**config.mk**
```make
export PLATFORM = sky130hd
export DESIGN_NAME = gate_stepper_flat
export DESIGN_NICKNAME = d
export VERILOG_FILES = /design/src/rtl/gate_stepper_if.sv /design/src/rtl/gate_stepper.sv /design/src/flat_wrapper.sv
export SDC_FILE = /design/constraint.sdc
export NUM_CORES = 1
export LEC_CHECK = 0
export CAP_MARGIN = 30
export CELL_PAD_IN_SITES_DETAIL_PLACEMENT = 0
export CELL_PAD_IN_SITES_GLOBAL_PLACEMENT = 2
export CORE_UTILIZATION = 29
export CTS_CLUSTER_SIZE = 40
export DETAILED_ROUTE_END_ITERATION = 8
export GPL_ROUTABILITY_DRIVEN = 0
export PLACE_DENSITY_LB_ADDON = 0.1
export SETUP_SLACK_MARGIN = 0.3
export SLEW_MARGIN = 20
export SYNTH_ARGS = -nofsm -noshare
export SYNTH_HDL_FRONTEND = slang
export SYNTH_SLANG_ARGS = --single-unit
```
**constraint.sdc**
```tcl
create_clock -name clk -period 1.1 [get_ports clk]
set_input_delay 0.22 -clock clk [delete_from_list [all_inputs] [get_ports clk]]
set_output_delay 0.22 -clock clk [all_outputs]
set_load 0.03 [all_outputs]
```
**src/rtl/gate_stepper_if.sv**
```systemverilog
// gate_stepper_if: board controls into the stepper, step index and pulses out
// Ports (master drives controls, slave is the stepper):
//   gate_in   slow gate from the 1 Hz divider
//   run_sw    1 = free-run, 0 = pause
//   step_btn  manual single-step button
//   clr_btn   clear to IDLE / index 0
//   step_idx  current vector index (IDX_W bits)
//   step_tick one-cycle pulse when step_idx changes
//   wrapped   one-cycle pulse when step_idx wraps to 0
//   running   high in RUN
interface gate_stepper_if #(parameter int IDX_W = 4);
  logic gate_in, run_sw, step_btn, clr_btn;
  logic [IDX_W-1:0] step_idx;
  logic step_tick, wrapped, running;
  modport master (output gate_in, run_sw, step_btn, clr_btn, input step_idx, step_tick, wrapped, running);
  modport slave (input gate_in, run_sw, step_btn, clr_btn, output step_idx, step_tick, wrapped, running);
endinterface

```
**src/rtl/gate_stepper.sv**
```systemverilog
// gate_stepper: synchronises gate/controls and steps a wrap-around vector index
// Ports: clk, rst_n (async active-low), bus (gate_stepper_if.slave):
//   in  gate_in, run_sw, step_btn, clr_btn
//   out step_idx, step_tick, wrapped, running
// Optional DEBOUNCE_EN: debounces step_btn over DB_CYCLES stable cycles.
module gate_stepper #(
  parameter int NUM_STEPS = 16,
  parameter int IDX_W = 4,
  parameter int DB_CYCLES = 1000000
) (
  input logic clk,
  input logic rst_n,
  gate_stepper_if.slave bus
);
  typedef enum logic [1:0] {IDLE, RUN, PAUSE} state_t;
  state_t state, state_n;
  logic [2:0] gate_sync;
  logic [1:0] run_sync, clr_sync, btn_sync;
  logic btn_lvl, btn_d;
  logic gate_rise, btn_rise, run_s, clr_s, adv, last;
  logic [IDX_W-1:0] step_idx, idx_n;
  logic step_tick, wrapped;
  always_ff @(posedge clk or negedge rst_n)
    if (!rst_n) begin
      gate_sync <= '0;
      run_sync <= '0;
      clr_sync <= '0;
      btn_sync <= '0;
      btn_d <= 1'b0;
    end else begin
      gate_sync <= {gate_sync[1:0], bus.gate_in};
      run_sync <= {run_sync[0], bus.run_sw};
      clr_sync <= {clr_sync[0], bus.clr_btn};
      btn_sync <= {btn_sync[0], bus.step_btn};
      btn_d <= btn_lvl;
    end
`ifdef DEBOUNCE_EN
  localparam int CW = $clog2(DB_CYCLES + 1);
  logic [CW-1:0] db_cnt;
  logic db_lvl;
  // counter runs only while the synchronised level disagrees with the debounced one;
  // any return to agreement (a bounce) restarts it
  always_ff @(posedge clk or negedge rst_n)
    if (!rst_n) begin
      db_cnt <= '0;
      db_lvl <= 1'b0;
    end else if (btn_sync[1] == db_lvl) begin
      db_cnt <= '0;
    end else if (db_cnt == CW'(DB_CYCLES - 1)) begin
      db_cnt <= '0;
      db_lvl <= btn_sync[1];
    end else begin
      db_cnt <= db_cnt + 1'b1;
    end
  assign btn_lvl = db_lvl;
`else
  assign btn_lvl = btn_sync[1];
`endif
  assign gate_rise = gate_sync[1] & ~gate_sync[2];
  assign btn_rise = btn_lvl & ~btn_d;
  assign run_s = run_sync[1];
  assign clr_s = clr_sync[1];
  assign last = step_idx == IDX_W'(NUM_STEPS - 1);
  // clear overrides every other event, including a pending advance
  assign adv = !clr_s && ((state == RUN && gate_rise) || (state == PAUSE && btn_rise));
  always_comb begin
    state_n = state;
    idx_n = step_idx;
    state_n = clr_s ? IDLE : (state == IDLE) ? (run_s ? RUN : IDLE) : (run_s ? RUN : PAUSE);
    idx_n = clr_s ? '0 : adv ? (last ? '0 : step_idx + 1'b1) : step_idx;
  end
  always_ff @(posedge clk or negedge rst_n)
    if (!rst_n) begin
      state <= IDLE;
      step_idx <= '0;
      step_tick <= 1'b0;
      wrapped <= 1'b0;
    end else begin
      state <= state_n;
      step_idx <= idx_n;
      step_tick <= adv;
      wrapped <= adv & last;
    end
  assign bus.step_idx = step_idx;
  assign bus.step_tick = step_tick;
  assign bus.wrapped = wrapped;
  assign bus.running = state == RUN;
endmodule

```
**src/flat_wrapper.sv**
```systemverilog
// flat-port wrapper written by rule: the top's interface ports become plain ports
module gate_stepper_flat 
#(
  parameter int NUM_STEPS = 16,
  parameter int IDX_W = 4,
  parameter int DB_CYCLES = 1000000
)
  (clk, rst_n, bus_gate_in, bus_run_sw, bus_step_btn, bus_clr_btn, bus_step_idx, bus_step_tick, bus_wrapped, bus_running);
  gate_stepper_if #(.IDX_W(IDX_W)) bus_i ();
  input logic clk;
  input logic rst_n;
  input wire logic [$bits(bus_i.gate_in)-1:0] bus_gate_in;
  input wire logic [$bits(bus_i.run_sw)-1:0] bus_run_sw;
  input wire logic [$bits(bus_i.step_btn)-1:0] bus_step_btn;
  input wire logic [$bits(bus_i.clr_btn)-1:0] bus_clr_btn;
  output wire logic [$bits(bus_i.step_idx)-1:0] bus_step_idx;
  output wire logic [$bits(bus_i.step_tick)-1:0] bus_step_tick;
  output wire logic [$bits(bus_i.wrapped)-1:0] bus_wrapped;
  output wire logic [$bits(bus_i.running)-1:0] bus_running;
  assign bus_i.gate_in = bus_gate_in;
  assign bus_i.run_sw = bus_run_sw;
  assign bus_i.step_btn = bus_step_btn;
  assign bus_i.clr_btn = bus_clr_btn;
  assign bus_step_idx = bus_i.step_idx;
  assign bus_step_tick = bus_i.step_tick;
  assign bus_wrapped = bus_i.wrapped;
  assign bus_running = bus_i.running;
  gate_stepper #(.NUM_STEPS(NUM_STEPS), .IDX_W(IDX_W), .DB_CYCLES(DB_CYCLES)) u_core (.clk(clk), .rst_n(rst_n), .bus(bus_i));
endmodule
```
; ---- Word level (Yosys, flattened, before mapping)
; Index checks and enable logic that the tools add are counted.
[totals]
output_inout_bits = 7
word_cells = 32
ff_bits = 18
input_bits = 6
[classes]
n_reduce_logical = 7
bitwise = 5
eq_ne = 3
n_addsub = 1
muxes = 7
[ops]
columns = operator, n
row1 = $mux 4, 3
row2 = $mux 2, 3
row3 = $add 4x1->4 const B, 1
row4 = $eq 4x4->1 const B, 1
row5 = $and 1x1->1, 3
row6 = $logic_and 1x1->1, 3
row7 = $eq 2x1->1 const B, 1
row8 = $eq 2x2->1 const B, 1
row9 = $logic_not 2->1, 1
row10 = $not 1->1, 2
row11 = $reduce_bool 2->1, 1
row12 = $logic_not 1->1, 1
row13 = $logic_or 1x1->1, 1
row14 = $mux 1, 1

; ---- Logic depth before layout (Yosys ltp)
; Gate-level depths: netlist of run 1.
[depth]
word_depth = 7
ltp_mapped = 4
depth_no_buf = 4

; ---- Least setup slack after synthesis of run 1
; OpenSTA, ideal clock, no wires.
[synth_path]
kind = flip-flop to flip-flop
from = register u_core.step_idx[0] (netlist: u_core.bus.step_idx[0])
to = register u_core.step_idx[3] (netlist: u_core.bus.step_idx[3])
period_less_slack_ps = 1298
t_arrival_ps = 1167
slack_ps = -198
path_buffers = 0
required_ps = 969
path_stages_with_launch = 5
setup_ps = 131
path_cell_list = dfrtp_1 ha_1 a21oi_1 a211oi_2 o32ai_2
[synth_via]
elab_chain_len = 4
elab_cells_between_ends = 5
cone_classes = 1 x add/sub / 1 x eq/ne / 3 x mux
[synth_rtl]
columns = element, line_no
row1 = from (decl), gate_stepper.sv:21  ; logic [IDX_W-1:0] step_idx, idx_n;
row2 = from (signal assigned), gate_stepper.sv:80  ; step_idx <= idx_n;
row3 = $add 4x1->4 or $eq 4x4->1 (tied branches), "gate_stepper.sv:70, gate_stepper.sv:63"
row4 = $mux 4 * (3 in a row), gate_stepper.sv:70  ; idx_n = clr_s ? '0 : adv ? (last ? '0 : step_idx + 1'b1) : step_idx;
; Every way passes the cells marked *; elsewhere a longest branch is shown, timed or not. The select of a mux whose other input is x is not followed.
; A chain may end at the register's enable or synchronous reset.

; ---- Worst setup path after layout of run 1
[layout_path]
from = register u_core.state[1]
to = output bus_running
[layout_via]
elab_chain_len = 1
[layout_rtl]
columns = element, line_no
row1 = from (decl), gate_stepper.sv:16  ; state_t state, state_n;
row2 = from (signal assigned), gate_stepper.sv:79  ; state <= state_n;
row3 = $eq 2x1->1, gate_stepper.sv:87  ; assign bus.running = state == RUN;
row4 = to (decl), flat_wrapper.sv:19  ; output wire logic [$bits(bus_i.running)-1:0] bus_running;
; No other way between the ends.

==> results of run 1 <==
through the flow:
step           power [µW]  std cells  area, µm²  setup slack [ns]
5_1_grt              1250        103        993            -0.249
4_1_cts              1210        103        990            -0.182
3_5_place_dp          804         93        875           -0.0796
3_3_place_gp          804         93        875           -0.0607
2_1_floorplan         746         50        698            0.0101
6_report             1200        103        993            -0.172
layer usage:
metal	up-vias	routed length, µm
met5	-	0
met3	2	46
met2	12	576
li1	225	-
met1	227	517
met4	0	12
worst paths after layout:
check | start | to | slack (ns) | cells past startpoint
max in group asynchronous | rst_n | u_core.gate_sync[2]$_DFF_PN0_ | 0.71 | 2
worst max-delay path | u_core.state[1]$_DFF_PN0_ | bus_running | -0.17 | 3
worst min register to register | u_core.run_sync[0]$_DFF_PN0_ | u_core.run_sync[1]$_DFF_PN0_ | 0.36 | 0
worst max register to register | u_core.state[1]$_DFF_PN0_ | u_core.bus.step_idx[1]$_DFFE_PN0P_ | -0.14 | 5
worst min-delay path | rst_n | u_core.bus.wrapped$_DFF_PN0_ | 0.25 | 2
min in group clk | bus_clr_btn | u_core.clr_sync[0]$_DFF_PN0_ | 0.36 | 1
cell usage in the layout, fill, tap and decap left out, types with 2 or more instances in the layout:
| master | n |
|---|---|
| nand2b_1 | 2 |
| nor2b_1 | 2 |
| nand3_1 | 3 |
| a21oi_1 | 3 |
| clkbuf_4 | 3 |
| buf_6 | 7 |
| o21ai_1 | 2 |
| dfrtp_1 | 16 |
| buf_4 | 9 |
| and4bb_4 | 2 |
| nand4bb_1 | 2 |
| clkdlybuf4s50_1 | 5 |
| dfrtp_2 | 2 |
| nor2_1 | 2 |
timing repair:
item / in CTS / in global routing
pin swaps: 3 / 1
buffers inserted: 6 / 0
setup endpoints to repair: 13 / 14
resized for setup: 9 / 1
hold buffers: 0 / 0
sequential cells by signal (all words and copies together), names as in the netlist:
name and flops:
u_core.btn_sync 2, u_core.run_sync 2, u_core.clr_sync 2, u_core.bus.step_tick 1, u_core.state 2, u_core.gate_sync 3, u_core.bus.step_idx 4, u_core.bus.wrapped 1
u_core.btn_d 1
final cells by class:
| class | count | area (µm²) |
|---|---|---|
| repair buffers | 22 | 216 |
| well taps | 28 | 35.0 |
| multi-input cells | 30 | 249 |
| clock buffers | 4 | 36.3 |
| inverters | 1 | 3.75 |
| fillers | 214 | 1220 |
| flip-flops and latches | 18 | 453 |
power breakdown:
part | switching, µW | internal, µW | total, µW
Clock | 198 | 201 | 399
Sequential | 17.9 | 686 | 703
Combinational | 40.4 | 54.4 | 94.8
Total | 256 | 941 | 1200
logic make-up after synthesis:
family,after synthesis
buffers and inverters,2
AND/OR/NAND/NOR,19
AO/OA/AOI/OAI,9
multiplexers,1
adder cells (fa/ha/maj),1
flip-flops,18
==> flow_summary.toml, run 1 <==
[run_status]
status = "complete, but fails checks"
violations = "negative setup slack"

[setup_path]
crit_family = "flip-flops"
cp_max_fo = 2
max_stage_delay_ns = 0.41
endpoint_kind = "output pin"
cp.required_ns = 0.88
crit_type = "flop to output pin"
slowest_stage = "dfrtp_1"
cp_num_buf_inv = 2
arrival_ns = 1.05
worstPathCellList = "buf_6 > nor2b_1 > buf_4"
start_kind = "flop"

[yosys]
synth_ff_type = "dfrtp_1"
synth-compound-area-share_pct = 9.59
syn_inst = 50
synth_xor_area_share_pct = 0
async_flop_share_pct = 100
synth_mux_area_share_pct = 1.48
synth_edf_count = 0
synth_most_common_cell = "dfrtp_1"
synth_cell_types = 20
synth-simple-area-share_pct = 19.6
yosysWarnings = 0
syn_area_per_cell_um2 = 13.6
yosys-top-cells-area = "dfrtp_1 66%, and4bb_4 4.8%, nand4bb_1 3.3%, o32ai_2 2.4%, a21oi_1 2.2%"
netlist_area_um2 = 678
yosysTopAreaCellShare_pct = 66.4
synth-seq-cells = 18
synth_top_family_by_area = "simple AND/OR/NAND/NOR gates"
synth_area_leader_cell = "dfrtp_1"
yosysSeqAreaShare_pct = 66.4
synth_nets = 57
synthAdderAreaFrac_pct = 1.85
yosys-top-cells-count = "18 x dfrtp_1, 3 x a21oi_1, 3 x nand3_1, 3 x nor2_1, 3 x o21ai_1"

[place]
portBuffers = 12
dp_hpwl_um = 801

[cts]
htreeDepth = 1
clock-sinks = 18
clock_latency_ns = 0.29
clockBufferDepth = 2
cts_buffers = 3
cts_tree = "built"
cts_root_buffer = "clkbuf_4"
clk_pin_slew_ns = 0.11

[global_route]
grt_util_met3_pct = 1.82
groute.usage.overall_pct = 10.3
grt_max_degree = 19
met1_usage_pct = 12.9
grt_pass1_wl_um = 1950
use_met2_pct = 16.9
antenna_found_initial = 0
grt_pass1_vias = 463
grt_overflow = 0
grt-busiest-layer = "met2"

[hold_path]
holdCritPathClass = "input pin to async pin"

[drt]
wl_per_cell_um = 11.2
drt_iter0_drc = 11
first_pass_iters = 4
wirelength_um = 1150
antenna_left = 0
vias = 466
route.detailed.drc = 0
vias_per_cell = 4.52

[timing]
layout_min_cycle_time_ns = 1.27
fin_setup_tns_ns = -0.702
finalCritPeriodShare_pct = 116
finalClockSkew_ns = 0.0123
max_freq_ghz = 0.786
worst-slew-pin-transition_ns = 0.284
slew_violations = 0
setup_slack_ns = -0.172
finalHoldViolations = 0
grt_setup_unrepaired = "true"
whs_ns = 0.247
relSlewSlack_pct = 81.1
setup_viol = 9

[final_layout]
drive_gt1_share_pct = 44.0
area_delta_synth_final_pct = 46.5
fin_nets = 83
n_antenna_cell = 0
final_util_pct = 44.9

[power_and_ir_drop]
power.density_nw_per_um2 = 1210
p_leak_uw = 0.000423
ir_worst_vdd_uv = 764

[floorplanning]
io_pins = 13
core_area_um2 = 2210
fp.dieW_um = 50.4
fp-row-count = 17
dieArea_um2 = 2540
die_h_um = 50.4
start_util_pct = 30.7

[run]
cap_violations = 0
Power figures use the tool's default switching activity.
==> run 2, diff against run 1 <==
--- a/config.mk
+++ b/config.mk
@@ -8,6 +8,7 @@
 export CAP_MARGIN = 30
 export CELL_PAD_IN_SITES_DETAIL_PLACEMENT = 0
 export CELL_PAD_IN_SITES_GLOBAL_PLACEMENT = 2
+export CORE_MARGIN = 2
 export CORE_UTILIZATION = 29
 export CTS_CLUSTER_SIZE = 40
 export DETAILED_ROUTE_END_ITERATION = 8
==> flow_summary.toml, run 2 (same netlist as run 1, synthesis figures left out) <==
[run_status]
status = "complete, but fails checks"
violations = "negative setup slack"

[floorplanning]
die_h_um = 52.4
core_area_um2 = 2210
fp.dieW_um = 52.4
fp-row-count = 17
dieArea_um2 = 2740
io_pins = 13
start_util_pct = 30.7

[drt]
wl_per_cell_um = 12.8
first_pass_iters = 1
drt_iter0_drc = 0
vias = 483
route.detailed.drc = 0
wirelength_um = 1380
antenna_left = 0
vias_per_cell = 4.47

[timing]
finalClockSkew_ns = 0.000610
whs_ns = 0.246
setup_slack_ns = -0.135
max_freq_ghz = 0.810
fin_setup_tns_ns = -0.711
setup_viol = 9
grt_setup_unrepaired = "true"
finalHoldViolations = 0
relSlewSlack_pct = 90.6
worst-slew-pin-transition_ns = 0.136
layout_min_cycle_time_ns = 1.23
finalCritPeriodShare_pct = 112
slew_violations = 0

[final_layout]
reg_top3 = "u_core.bus.step_idx: 4 flops, u_core.gate_sync: 3 flops"
top_register = "u_core.bus.step_idx"
fin_nets = 88
final_common_cell = "dfrtp_1"
final_util_pct = 50.1
area.sequential_um2 = 453
largest_reg_flops = 4
area_delta_synth_final_pct = 63.5
layout_common_cells = "16 x dfrtp_1, 11 x buf_6, 10 x buf_4"
fillCellCount = 209
n_antenna_cell = 0
drive_gt1_share_pct = 56.3
fin_area_um2 = 1110
multi_input_area_um2 = 312

[cts]
clock_latency_ns = 0.29
ctsHoldBuffers = 0
htreeDepth = 1
cts_buffers = 3
cts_root_buffer = "clkbuf_4"
cts_tree = "built"
clk_pin_slew_ns = 0.11
clock-sinks = 18
clockBufferDepth = 2

[global_route]
grt_max_degree = 19
antenna_found_initial = 0
groute.usage.overall_pct = 12.0
grt_pass1_wl_um = 2330
grt_pass1_vias = 504
grt_overflow = 0

[run]
cap_violations = 0

[place]
dp_hpwl_um = 894
portBuffers = 12
dpl_cell_area_um2 = 882
pre_cts_ws_ns = -0.0502

[hold_path]
holdCritPathClass = "input pin to async pin"

[setup_path]
start_kind = "flop"
crit_type = "flop to flop"
cp.required_ns = 1.31
cp_max_fo = 4
endpoint_kind = "flop"
arrival_ns = 1.44

[power_and_ir_drop]
p_leak_uw = 0.000461
ir_worst_vdd_uv = 756
power.density_nw_per_um2 = 1130
[run 2: repair_timing]
| action | 4_1_cts | 5_1_grt |
|---|---|---|
| endpoints found under the setup margin | 14 | 14 |
| resized for setup | 15 | 8 |
| cloned | 0 | 0 |
| pin swaps | 9 | 3 |
| buffers inserted | 7 | 3 |
[run 2: cell type report]
class                           count  share of cell area (%)
Multi-Input combinational cell     30                    28.1
Tap cell                           28                    3.16
Sequential cell                    18                    40.9
Timing Repair Buffer               27                    24.3
Clock buffer                        4                    3.27
Inverter                            1                   0.339
[run 2: final timing paths]
path / from / to / slack (ns) / cells past startpoint
worst max-delay path: u_core.state[1]$_DFF_PN0_ / u_core.bus.step_idx[3]$_DFFE_PN0P_ / -0.13 / 4
worst min-delay path: rst_n / u_core.bus.step_tick$_DFF_PN0_ / 0.25 / 2
worst max register to register: u_core.state[1]$_DFF_PN0_ / u_core.bus.step_idx[3]$_DFFE_PN0P_ / -0.13 / 4
worst min register to register: u_core.btn_sync[0]$_DFF_PN0_ / u_core.btn_sync[1]$_DFF_PN0_ / 0.36 / 0
max in group asynchronous: rst_n / u_core.bus.step_idx[0]$_DFFE_PN0P_ / 0.72 / 2
min in group clk: bus_run_sw / u_core.run_sync[0]$_DFF_PN0_ / 0.35 / 1
[run 2: through the flow]
stage,std cells,total power (µW)
floorplan,50,746
global placement,94,809
detailed placement,94,808
CTS,105,1250
global route,108,1320
finish,108,1250
[run 2: worst max-delay path, stage by stage (launching register included)]
cell      delay [ns]
dfrtp_1         0.41
buf_4           0.14
and4bb_4        0.35
nor2_4          0.07
o32ai_2         0.18
[run 2: report_power, final]
part	switching (µW)	internal (µW)	leakage, µW
combinational	54.9	78.8	0.000216
sequential	18.3	686	0.000223
clock	211	202	0.0000210
[run 2: routing by layer]
| layer | GRT usage [%] | vias to the layer above | wire length [µm] |
|---|---|---|---|
| met2 | 17.1 | 11 | 637 |
| met3 | 3.43 | 0 | 45 |
| li1 | - | 236 | - |
| met1 | 17.4 | 236 | 694 |
| met5 | 0 | - | 0 |
| met4 | 3.85 | 0 | 0 |
==> run 3, diff against run 2 <==
--- a/config.mk
+++ b/config.mk
@@ -5,7 +5,7 @@
 export SDC_FILE = /design/constraint.sdc
 export NUM_CORES = 1
 export LEC_CHECK = 0
-export CAP_MARGIN = 30
+export CAP_MARGIN = 5
 export CELL_PAD_IN_SITES_DETAIL_PLACEMENT = 0
 export CELL_PAD_IN_SITES_GLOBAL_PLACEMENT = 2
 export CORE_MARGIN = 2
==> results of run 3 <==
The final DEF is identical to that of run 2; final timing and power are the same.
